--- src/rtl/game_pkg.sv ---
// Shared constants for the frogger game controller: state encodings, geometry
// defaults and the frog/car bounding-box overlap test.
package game_pkg;

    localparam int COORD_W     = 10;
    localparam int BLOCKSIZE   = 32;
    localparam int LANE_BASE_Y = 256;

    localparam logic [2:0] ST_ATTRACT  = 3'd0;
    localparam logic [2:0] ST_PLAY     = 3'd1;
    localparam logic [2:0] ST_DYING    = 3'd2;
    localparam logic [2:0] ST_SCORED   = 3'd3;
    localparam logic [2:0] ST_GAMEOVER = 3'd4;

    // Strict inequalities: boxes that merely touch do not collide; 11 bits so sums never wrap.
    function automatic logic box_overlap(
        input logic [10:0] fx,
        input logic [10:0] fy,
        input logic [10:0] cx,
        input logic [10:0] len,
        input logic [10:0] ly,
        input logic [10:0] bs
    );
        return (len != 11'd0) && (fx < cx + len) && (fx + bs > cx) &&
               (fy < ly + bs) && (fy + bs > ly);
    endfunction

endpackage

--- src/rtl/game_ctrl_lane_scanner.sv ---
// Time-multiplexed frog/car collision scanner: one car slot per cycle after a
// frame_tick, producing a one-cycle done pulse with the accumulated hit.
module lane_scanner #(
    parameter int NUM_LANES     = 6,
    parameter int CARS_PER_LANE = 3,
    parameter int BLOCKSIZE     = game_pkg::BLOCKSIZE,
    parameter int LANE_BASE_Y   = game_pkg::LANE_BASE_Y,
    parameter int GOAL_Y        = 32
) (
    input  logic                                    clk,
    input  logic                                    reset_n,
    input  logic                                    enable,
    input  logic                                    frame_tick,
    input  logic [9:0]                              frog_x,
    input  logic [9:0]                              frog_y,
    input  logic [NUM_LANES*CARS_PER_LANE*10-1:0]   car_x,
    input  logic [NUM_LANES*10-1:0]                 lane_len,
    output logic                                    busy,
    output logic                                    done,
    output logic                                    hit,
    output logic                                    goal
);
    import game_pkg::*;

    localparam int NUM_SLOTS = NUM_LANES * CARS_PER_LANE;
    localparam int LANE_W    = (NUM_LANES > 1) ? $clog2(NUM_LANES) : 1;
    localparam int CAR_W     = (CARS_PER_LANE > 1) ? $clog2(CARS_PER_LANE) : 1;
    localparam int SLOT_W    = (NUM_SLOTS > 1) ? $clog2(NUM_SLOTS) : 1;

    logic [9:0]        fx_r;
    logic [9:0]        fy_r;
    logic [LANE_W-1:0] lane_r;
    logic [CAR_W-1:0]  car_r;
    logic              busy_r;
    logic              done_r;
    logic              hit_r;

    logic [SLOT_W-1:0] slot_s;
    logic [9:0]        cx_s;
    logic [9:0]        len_s;
    logic [10:0]       lane_y_s;
    logic              overlap_s;
    logic              last_car_s;
    logic              last_s;

    // Geometry of the slot currently under test.
    always_comb begin
        slot_s     = SLOT_W'(lane_r) * SLOT_W'(CARS_PER_LANE) + SLOT_W'(car_r);
        cx_s       = car_x[slot_s*COORD_W +: COORD_W];
        len_s      = lane_len[lane_r*COORD_W +: COORD_W];
        lane_y_s   = 11'(LANE_BASE_Y) + 11'(lane_r) * 11'(BLOCKSIZE);
        overlap_s  = box_overlap({1'b0, fx_r}, {1'b0, fy_r}, {1'b0, cx_s}, {1'b0, len_s},
                                 lane_y_s, 11'(BLOCKSIZE));
        last_car_s = (car_r == CAR_W'(CARS_PER_LANE - 1));
        last_s     = last_car_s && (lane_r == LANE_W'(NUM_LANES - 1));
    end

    // Snapshot, slot walk and hit accumulation; disabling aborts a scan in flight.
    always_ff @(posedge clk or negedge reset_n) begin
        if (!reset_n) begin
            fx_r   <= 10'd0;
            fy_r   <= 10'd0;
            lane_r <= '0;
            car_r  <= '0;
            busy_r <= 1'b0;
            done_r <= 1'b0;
            hit_r  <= 1'b0;
        end else if (!enable) begin
            lane_r <= '0;
            car_r  <= '0;
            busy_r <= 1'b0;
            done_r <= 1'b0;
            hit_r  <= 1'b0;
        end else if (busy_r) begin
            hit_r <= hit_r | overlap_s;
            if (last_s) begin
                busy_r <= 1'b0;
                done_r <= 1'b1;
                lane_r <= '0;
                car_r  <= '0;
            end else if (last_car_s) begin
                done_r <= 1'b0;
                car_r  <= '0;
                lane_r <= lane_r + LANE_W'(1);
            end else begin
                done_r <= 1'b0;
                car_r  <= car_r + CAR_W'(1);
            end
        end else begin
            done_r <= 1'b0;
            if (frame_tick) begin
                fx_r   <= frog_x;
                fy_r   <= frog_y;
                hit_r  <= 1'b0;
                busy_r <= 1'b1;
            end
        end
    end

    assign busy = busy_r;
    assign done = done_r;
    assign hit  = hit_r;
    assign goal = ({1'b0, fy_r} < 11'(GOAL_Y));

endmodule

--- src/rtl/game_ctrl.sv ---
// Frogger game controller: drives the collision scanner and runs the
// attract/play/dying/scored/gameover FSM with lives, score and level.
module game_ctrl #(
    parameter int NUM_LANES     = 6,
    parameter int CARS_PER_LANE = 3,
    parameter int BLOCKSIZE     = game_pkg::BLOCKSIZE,
    parameter int LANE_BASE_Y   = game_pkg::LANE_BASE_Y,
    parameter int GOAL_Y        = 32,
    parameter int INIT_LIVES    = 3,
    parameter int DEATH_FRAMES  = 30,
    parameter int WIN_FRAMES    = 30,
    parameter int SCORE_STEP    = 100,
    parameter int SCORE_W       = 16
) (
    input  logic                                    clk,
    input  logic                                    reset_n,
    input  logic                                    frame_tick,
    input  logic                                    start,
    input  logic [9:0]                              frog_x,
    input  logic [9:0]                              frog_y,
    input  logic [NUM_LANES*CARS_PER_LANE*10-1:0]   car_x,
    input  logic [NUM_LANES*10-1:0]                 lane_len,
    output logic [2:0]                              game_state,
    output logic [2:0]                              lives,
    output logic [SCORE_W-1:0]                      score,
    output logic [3:0]                              level,
    output logic                                    frog_reset,
    output logic                                    freeze,
    output logic                                    scan_busy
);
    import game_pkg::*;

    localparam int MAX_FRAMES = (DEATH_FRAMES > WIN_FRAMES) ? DEATH_FRAMES : WIN_FRAMES;
    localparam int FRAME_W    = $clog2(MAX_FRAMES + 1);

    logic [2:0]         state_r, state_s;
    logic [2:0]         lives_r, lives_s;
    logic [SCORE_W-1:0] score_r, score_s;
    logic [3:0]         level_r, level_s;
    logic [FRAME_W-1:0] cnt_r, cnt_s;
    logic               frog_reset_r, frog_reset_s;
    logic               freeze_r;
    logic               start_q_r;

    logic               start_edge_s;
    logic [SCORE_W:0]   score_sum_s;
    logic               scan_busy_s, scan_done_s, scan_hit_s, scan_goal_s;

    lane_scanner #(
        .NUM_LANES     (NUM_LANES),
        .CARS_PER_LANE (CARS_PER_LANE),
        .BLOCKSIZE     (BLOCKSIZE),
        .LANE_BASE_Y   (LANE_BASE_Y),
        .GOAL_Y        (GOAL_Y)
    ) u_scanner (
        .clk        (clk),
        .reset_n    (reset_n),
        .enable     (state_r == ST_PLAY),
        .frame_tick (frame_tick),
        .frog_x     (frog_x),
        .frog_y     (frog_y),
        .car_x      (car_x),
        .lane_len   (lane_len),
        .busy       (scan_busy_s),
        .done       (scan_done_s),
        .hit        (scan_hit_s),
        .goal       (scan_goal_s)
    );

    assign start_edge_s = start & ~start_q_r;
    assign score_sum_s  = {1'b0, score_r} + (SCORE_W + 1)'(SCORE_STEP);

    // Next-state logic for the game FSM and its counters.
    always_comb begin
        state_s      = state_r;
        lives_s      = lives_r;
        score_s      = score_r;
        level_s      = level_r;
        cnt_s        = cnt_r;
        frog_reset_s = 1'b0;
        case (state_r)
            ST_ATTRACT, ST_GAMEOVER: begin
                if (start_edge_s) begin
                    state_s      = ST_PLAY;
                    lives_s      = 3'(INIT_LIVES);
                    score_s      = '0;
                    level_s      = 4'd0;
                    frog_reset_s = 1'b1;
                end else begin
                    state_s = state_r;
                end
            end
            ST_PLAY: begin
                if (scan_done_s && scan_goal_s) begin
                    state_s = ST_SCORED;
                    cnt_s   = '0;
                    score_s = score_sum_s[SCORE_W] ? {SCORE_W{1'b1}} : score_sum_s[SCORE_W-1:0];
                    level_s = (level_r == 4'd15) ? 4'd15 : level_r + 4'd1;
                end else if (scan_done_s && scan_hit_s) begin
                    state_s = ST_DYING;
                    cnt_s   = '0;
                end else begin
                    state_s = ST_PLAY;
                end
            end
            ST_DYING: begin
                if (frame_tick && (cnt_r == FRAME_W'(DEATH_FRAMES - 1))) begin
                    cnt_s = '0;
                    if (lives_r <= 3'd1) begin
                        state_s = ST_GAMEOVER;
                        lives_s = 3'd0;
                    end else begin
                        state_s      = ST_PLAY;
                        lives_s      = lives_r - 3'd1;
                        frog_reset_s = 1'b1;
                    end
                end else if (frame_tick) begin
                    cnt_s = cnt_r + FRAME_W'(1);
                end else begin
                    cnt_s = cnt_r;
                end
            end
            ST_SCORED: begin
                if (frame_tick && (cnt_r == FRAME_W'(WIN_FRAMES - 1))) begin
                    cnt_s        = '0;
                    state_s      = ST_PLAY;
                    frog_reset_s = 1'b1;
                end else if (frame_tick) begin
                    cnt_s = cnt_r + FRAME_W'(1);
                end else begin
                    cnt_s = cnt_r;
                end
            end
            default: begin
                state_s = ST_ATTRACT;
            end
        endcase
    end

    // Game state registers; freeze is registered from the next state so it tracks game_state.
    always_ff @(posedge clk or negedge reset_n) begin
        if (!reset_n) begin
            state_r      <= ST_ATTRACT;
            lives_r      <= 3'(INIT_LIVES);
            score_r      <= '0;
            level_r      <= 4'd0;
            cnt_r        <= '0;
            frog_reset_r <= 1'b0;
            freeze_r     <= 1'b1;
            start_q_r    <= 1'b0;
        end else begin
            state_r      <= state_s;
            lives_r      <= lives_s;
            score_r      <= score_s;
            level_r      <= level_s;
            cnt_r        <= cnt_s;
            frog_reset_r <= frog_reset_s;
            freeze_r     <= (state_s != ST_PLAY);
            start_q_r    <= start;
        end
    end

    assign game_state = state_r;
    assign lives      = lives_r;
    assign score      = score_r;
    assign level      = level_r;
    assign frog_reset = frog_reset_r;
    assign freeze     = freeze_r;
    assign scan_busy  = scan_busy_s;

endmodule
--- config.mk ---
export PLATFORM = sky130hd
export DESIGN_NAME = game_ctrl
export DESIGN_NICKNAME = d
export VERILOG_FILES = /design/src/rtl/game_pkg.sv /design/src/rtl/game_ctrl_lane_scanner.sv /design/src/rtl/game_ctrl.sv
export SDC_FILE = /design/constraint.sdc
export NUM_CORES = 1
export LEC_CHECK = 0
export BUFFER_PORTS_ARGS = -buffer_cell sky130_fd_sc_hd__buf_2
export CAP_MARGIN = 20
export CORE_ASPECT_RATIO = 0.6
export CORE_MARGIN = 2
export CORE_UTILIZATION = 44
export CTS_CLUSTER_DIAMETER = 60
export CTS_CLUSTER_SIZE = 12
export DETAILED_ROUTE_END_ITERATION = 10
export PLACE_DENSITY = 0.89
export RECOVER_POWER = 100
export REMOVE_ABC_BUFFERS = 1
export SETUP_SLACK_MARGIN = 0.05
export SLEW_MARGIN = 40
export SYNTH_ARGS = -nofsm -noshare
export SYNTH_HDL_FRONTEND = slang
export SYNTH_SLANG_ARGS = --single-unit
export TNS_END_PERCENT = 50
--- constraint.sdc ---
create_clock -name clk -period 5.85 [get_ports clk]
set_input_delay 0.2925 -clock clk [delete_from_list [all_inputs] [get_ports clk]]
set_output_delay 0.2925 -clock clk [all_outputs]
set_load 0.02 [all_outputs]
Word level (Yosys, flattened, before mapping)
Cells that the tools add are included.
{"block": "op_classes", "n_addsub": 12, "n_mul": 3, "order_cmp": 6, "n_eq_ne": 17, "n_shift": 2, "mux": 47, "bitwise": 4, "n_reduce_logical": 20}
{"operator": "$shiftx 180x10->10", "n": 1}
{"operator": "$shiftx 60x8->10", "n": 1}
{"operator": "$mux 16", "n": 3}
{"operator": "$mux 3", "n": 11}
{"operator": "$pmux 16 s2", "n": 1}
{"operator": "$add 10x6->11 const B", "n": 2}
{"operator": "$lt 10x11->1", "n": 2}
{"operator": "$mux 5", "n": 4}
{"operator": "$add 16x7->17 const B", "n": 1}
{"operator": "$mux 1", "n": 14}
{"operator": "$mux 2", "n": 6}
{"operator": "$mux 4", "n": 3}
{"operator": "$pmux 3 s4", "n": 1}
{"operator": "$reduce_and 3->1", "n": 4}
{"operator": "$add 10x10->11", "n": 1}
{"operator": "$add 11x6->11 const B", "n": 1}
{"operator": "$gt 11x10->1", "n": 1}
{"operator": "$gt 11x11->1", "n": 1}
{"operator": "$add 9x8->10 const A", "n": 1}
{"operator": "$lt 10x6->1 const B", "n": 1}
{"operator": "$pmux 5 s2", "n": 1}
{"operator": "$reduce_bool 10->1", "n": 1}
{"operator": "$ne 3x3->1 const B", "n": 3}
{"operator": "$logic_and 1x1->1", "n": 8}
{"operator": "other kinds (28)", "n": 38}
{"block": "totals", "register_bits": 62, "output_inout_bits": 29, "word_cells": 126}

Logic depth before layout (Yosys ltp)
{"block": "logic_depth", "ltp_word": 13, "mapped_depth": 27, "depth_no_buf": 25}

Cells and area by module
A second synthesis with hierarchy kept.
{"block": "unflattened", "hier_cells": 634, "hier_area_um2": 6383.6}
{"module": "lane_scanner", "n_inst": 1, "cells_each": 440, "area_each_um2": 4490.6}
{"module": "game_ctrl", "n_inst": 1, "cells_each": 194, "area_each_um2": 1893.1}

Worst setup path before layout
Ideal clock, no wire load.
{"block": "synth_path", "kind": "flip-flop to flip-flop", "start": "register u_scanner.lane_r[0]", "end": "register u_scanner.hit_r (netlist: u_scanner.hit)", "setup_time_ps": 82, "arrival_time_ps": 5350, "setup_slack_ps": 418, "path_stages_with_launch": 27, "n_path_buf": 2, "path_cell_list": "dfrtp_1 > buf_2 > clkinv_1 > fa_1 > inv_1 > ha_1 > inv_1 > fa_1 > xor2_1 > buf_1 > mux4_2 > inv_1 > o22ai_1 > ha_1 > inv_1 > fa_1 > nor2b_1 > a221oi_1 > nor2b_1 > o21ai_0 > a21oi_1 > xnor2_1 > ha_1 > a21o_1 > a211oi_1 > o21ai_0 > a31oi_1"}
{"block": "synth_via", "elab_chain_len": 13}
{"element": "start, declared", "line_no": "game_ctrl_lane_scanner.sv:32", "rtl": "logic [LANE_W-1:0] lane_r;"}
{"element": "start signal, assigned", "line_no": "game_ctrl_lane_scanner.sv:84", "rtl": "lane_r <= lane_r + LANE_W'(1);"}
{"element": "$mul 3x2->5", "line_no": "game_ctrl_lane_scanner.sv:48", "rtl": "slot_s = SLOT_W'(lane_r) * SLOT_W'(CARS_PER_LANE) + SLOT_W'(car_r);"}
{"element": "$add 5x2->5", "line_no": "game_ctrl_lane_scanner.sv:48"}
{"element": "$mul 5x3->8", "line_no": "game_ctrl_lane_scanner.sv:49", "rtl": "cx_s = car_x[slot_s*COORD_W +: COORD_W];"}
{"element": "$shiftx 180x10->10", "line_no": "game_ctrl_lane_scanner.sv:49"}
{"element": "$add 10x10->11", "line_no": "game_pkg.sv:24", "rtl": "return (len != 11'd0) && (fx < cx + len) && (fx + bs > cx) &&"}
{"element": "$lt 10x11->1", "line_no": "game_pkg.sv:24"}
{"element": "$logic_and 1x1->1 (3 in a row)", "line_no": "game_pkg.sv:24"}
{"element": "$logic_and 1x1->1 *", "line_no": "game_pkg.sv:25", "rtl": "(fy < ly + bs) && (fy + bs > ly);"}
{"element": "$or 1x1->1 *", "line_no": "game_ctrl_lane_scanner.sv:75", "rtl": "hit_r <= hit_r | overlap_s;"}
{"element": "$mux 1 *", "line_no": "game_ctrl_lane_scanner.sv:74", "rtl": "end else if (busy_r) begin"}
{"element": "$mux 1 *", "line_no": "game_ctrl_lane_scanner.sv:68", "rtl": "end else if (!enable) begin"}
{"element": "end signal, assigned", "line_no": "game_ctrl_lane_scanner.sv:75"}
{"element": "end, declared", "line_no": "game_ctrl_lane_scanner.sv:36", "rtl": "logic hit_r;"}
Mark *: on every way between the ends. The rest lies on a longest branch, timed or not.
A chain may end at the register's enable or synchronous reset.

Worst setup path after layout
Same ends and word-level chain as after synthesis.

==> impl_metrics.toml <==
[synth]
syn_avg_cell_area_sq_um = 10.0
synth_seq_area_share = 0.244
synth-edff-count = 0
synth_top_area_cell = "dfrtp_1"
ys_warn_count = 0
synth.area.top_cells = "dfrtp_1 (23%), mux4_2 (17%), ha_1 (11%), mux2_2 (6.8%), mux2i_1 (4.6%)"
synth-seq-cells = 61
synth_top_area_frac = 0.231
postSynth.asyncResetShare = 1.00
synth_top_flop_cell = "dfrtp_1"
syn-cell-area_sq_um = 6280
synthCells = 627
synth_cell_types = 67

[sta]
setup-tns-final_ns = 0
setup_violations = 0
final_hold_viol_count = 0
finalHoldWorstSlack_ns = 0.0954
period_needed_ns = 5.44
fmax_mhz = 184
drv_slew = 102
fin_crit_sh = 0.929
slew_headroom = -1.32
tightest_slew_ns = 3.49
finClkSkew_ns = 0.0118
rsz0062_at_grt = "no"

[final_layout]
stdcell_area_sq_um = 8250
diodes = 0
syn2layout_area_growth_pct = 31.5
drive_gt1_frac = 0.434
final_nets = 1236
final_util = 0.598
fill_cells = 1217

[critical_path]
slowest_stage = "fa_1"
cp_num_buf_inv = 4
path_depth = 24
arrival_ns = 5.68
crit_chain = "clkinv_1 > fa_1 > inv_1 > ha_2 > inv_1 > fa_1 > xor2_4 > buf_4 > mux2_2 > a21oi_1 > o22ai_1 > ha_1 > a21o_1 > a21o_1 > a21oi_1 > o21ai_0 > a31oi_1 > o21ba_2 > xor2_1 > ha_1 > o21ai_0 > nand2b_1 > and3_1 > a31oi_1"
worst_setup_path_end_kind = "flip-flop"
reg2reg_depth = 24
required_ns = 6.10
cp_max_fo = 12
worst-setup-path-type = "flip-flop to flip-flop"
max_stage_delay_ns = 0.48
cp-start-kind = "flip-flop"
cp_top_family = "compound AO/OA/AOI/OAI gates"

[placed_design]
placed_area_sq_um = 7920
io_buffers = 292
dp_hpwl_microns = 17800
place.gp.congestion = 1.01

[clock_network]
path_clk_slew_ns = 0.06
htreeDepth = 3
hold_buffers = 0
cts_tree = "built"
clkSinkCount = 61
root_buffer = "clkbuf_16"
cts_made_buffers = 9
clockBufferDepth = 2
clk_latency_ns = 0.33

[worst_hold_path]
hold_class = "input port to flip-flop"
whs_path_depth = 1

[route]
ant_nets = 0
drtPass1Iterations = 5
via_count = 6537
drt_iter0_drc = 638
vias_per_cell = 5.88
drt-total-wl_microns = 21500
wl_per_cell_microns = 19.3
drc = 0

[pwr]
p_leak_nw = 3.86
ir_worst_vdd_mv = 0.130
power_density_nw_per_um2 = 293

[floorplanning]
die-area_sq_um = 15300
initial_core_util = 0.455
core_sq_um = 13800
dieWidth_microns = 158
die_y_microns = 96.5
row_count = 33
io_pins = 293

[grt]
grt.overflow.total = 0
grt_usage = 0.284
grt_max_degree = 62
grt_pass1_wl_microns = 32900
antenna_found_initial = 2
grt_pass1_vias = 6254

[run]
drv_cap = 3

[status]
violations = "max-capacitance violations, max-slew violations"
status = "finished, violations left"
[worst paths after layout]
kind | from | slack, ns | to
max | u_scanner.lane_r[0] | 0.41 | u_scanner.hit
min | start | 0.1 | start_q_r
max reg2reg | u_scanner.lane_r[0] | 0.41 | u_scanner.hit
min reg2reg | u_scanner.fy_r[0] | 0.51 | u_scanner.fy_r[0]
max in group asynchronous | reset_n | 2.63 | u_scanner.fy_r[5]
min in group asynchronous | reset_n | 1.24 | score[8]
[synth_stat cells (10+ instances only)]
cell,n
a21oi_1,52
buf_2,12
clkbuf_1,10
dfrtp_1,58
ha_1,54
inv_1,34
mux2_2,38
mux2i_1,29
mux4_2,47
nand2_1,26
nand3_1,16
nor2_1,42
nor3_1,24
o21ai_0,22
o22ai_1,10
[layout by cell type (no fill, tap or decap), drive strengths merged, types with 4 or more instances in the layout]
| cell | netlist | routed |
|---|---|---|
| nor2 | 42 | 42 |
| nand3 | 16 | 16 |
| nand2b | 7 | 7 |
| dfrtp | 58 | 58 |
| o21ai | 22 | 22 |
| inv | 34 | 34 |
| nor2b | 7 | 7 |
| xnor2 | 6 | 6 |
| mux2 | 39 | 39 |
| a31oi | 8 | 8 |
| nand2 | 26 | 26 |
| mux4 | 47 | 47 |
| or3 | 4 | 4 |
| or2 | 4 | 4 |
| buf | 23 | 279 |
| nor3b | 4 | 4 |
| nand4 | 7 | 7 |
| a221oi | 5 | 5 |
| ha | 54 | 54 |
| nor3 | 25 | 25 |
| o21a | 4 | 4 |
| a21o | 7 | 7 |
| a21oi | 54 | 54 |
| xor2 | 8 | 8 |
| a311oi | 5 | 5 |
| and3 | 9 | 9 |
| clkbuf | 10 | 43 |
| clkinv | 2 | 4 |
| and2 | 5 | 5 |
| a211oi | 6 | 6 |
| mux2i | 29 | 29 |
| o22ai | 10 | 10 |
[per-layer routing]
metal  vias up  share of wire  GRT usage
met5         -         0.0011          0
met4         4          0.017     0.0631
met3        45          0.099     0.0874
met2       360           0.44      0.449
met1      3148           0.44      0.385
li1       2980              -          -
[cell type report]
type | count | area, sq um | share of cell area
Timing Repair Buffer | 310 | 1560 | 0.189
Sequential cell | 61 | 1530 | 0.185
Inverter | 36 | 135 | 0.0164
Clock inverter | 4 | 47.5 | 0.00576
Tap cell | 192 | 240 | 0.0291
Multi-Input combinational cell | 497 | 4490 | 0.544
Clock buffer | 12 | 256 | 0.0311
[power breakdown]
| part | switching (mW) | internal, mW |
|---|---|---|
| sequential | 0.191 | 0.570 |
| combinational | 0.589 | 0.524 |
| clock | 0.188 | 0.351 |
| total | 0.968 | 1.45 |
[cell families (layout without fill, tap and decap cells)]
kind of cell	Yosys count	after routing	synth area share
compound gates	146	146	0.148
xor+xnor	14	14	0.0195
fa+ha+maj	57	57	0.117
buf+inv	69	362	0.0478
flops	61	61	0.244
mux	115	115	0.285
simple gates	165	165	0.138
[flip-flops by register name, summed over array words and instances, names as in the netlist, 2 cells and up]
| signal | cells |
|---|---|
| lives | 3 |
| u_scanner.car_r | 2 |
| u_scanner.lane_r | 3 |
| level | 4 |
| u_scanner.fy_r | 10 |
| cnt_r | 5 |
| score | 15 |
| u_scanner.fx_r | 10 |
| game_state | 3 |
[stage by stage]
step	std cells	power (mW)	setup slack, ns
2_1_floorplan	594	1.46	-0.987
3_3_place_gp	1088	1.79	0.462
6_report	1112	2.41	0.413
4_1_cts	1104	2.42	0.167
3_5_place_dp	1088	1.86	0.205
5_1_grt	1112	2.58	0.0529
[repair_timing]
item / in CTS / in global routing
buffers inserted: 0 / 8
gates resized for setup: 0 / 3
setup endpoints to repair: 0 / 1
No activity file was read; power rests on OpenSTA's default activity.
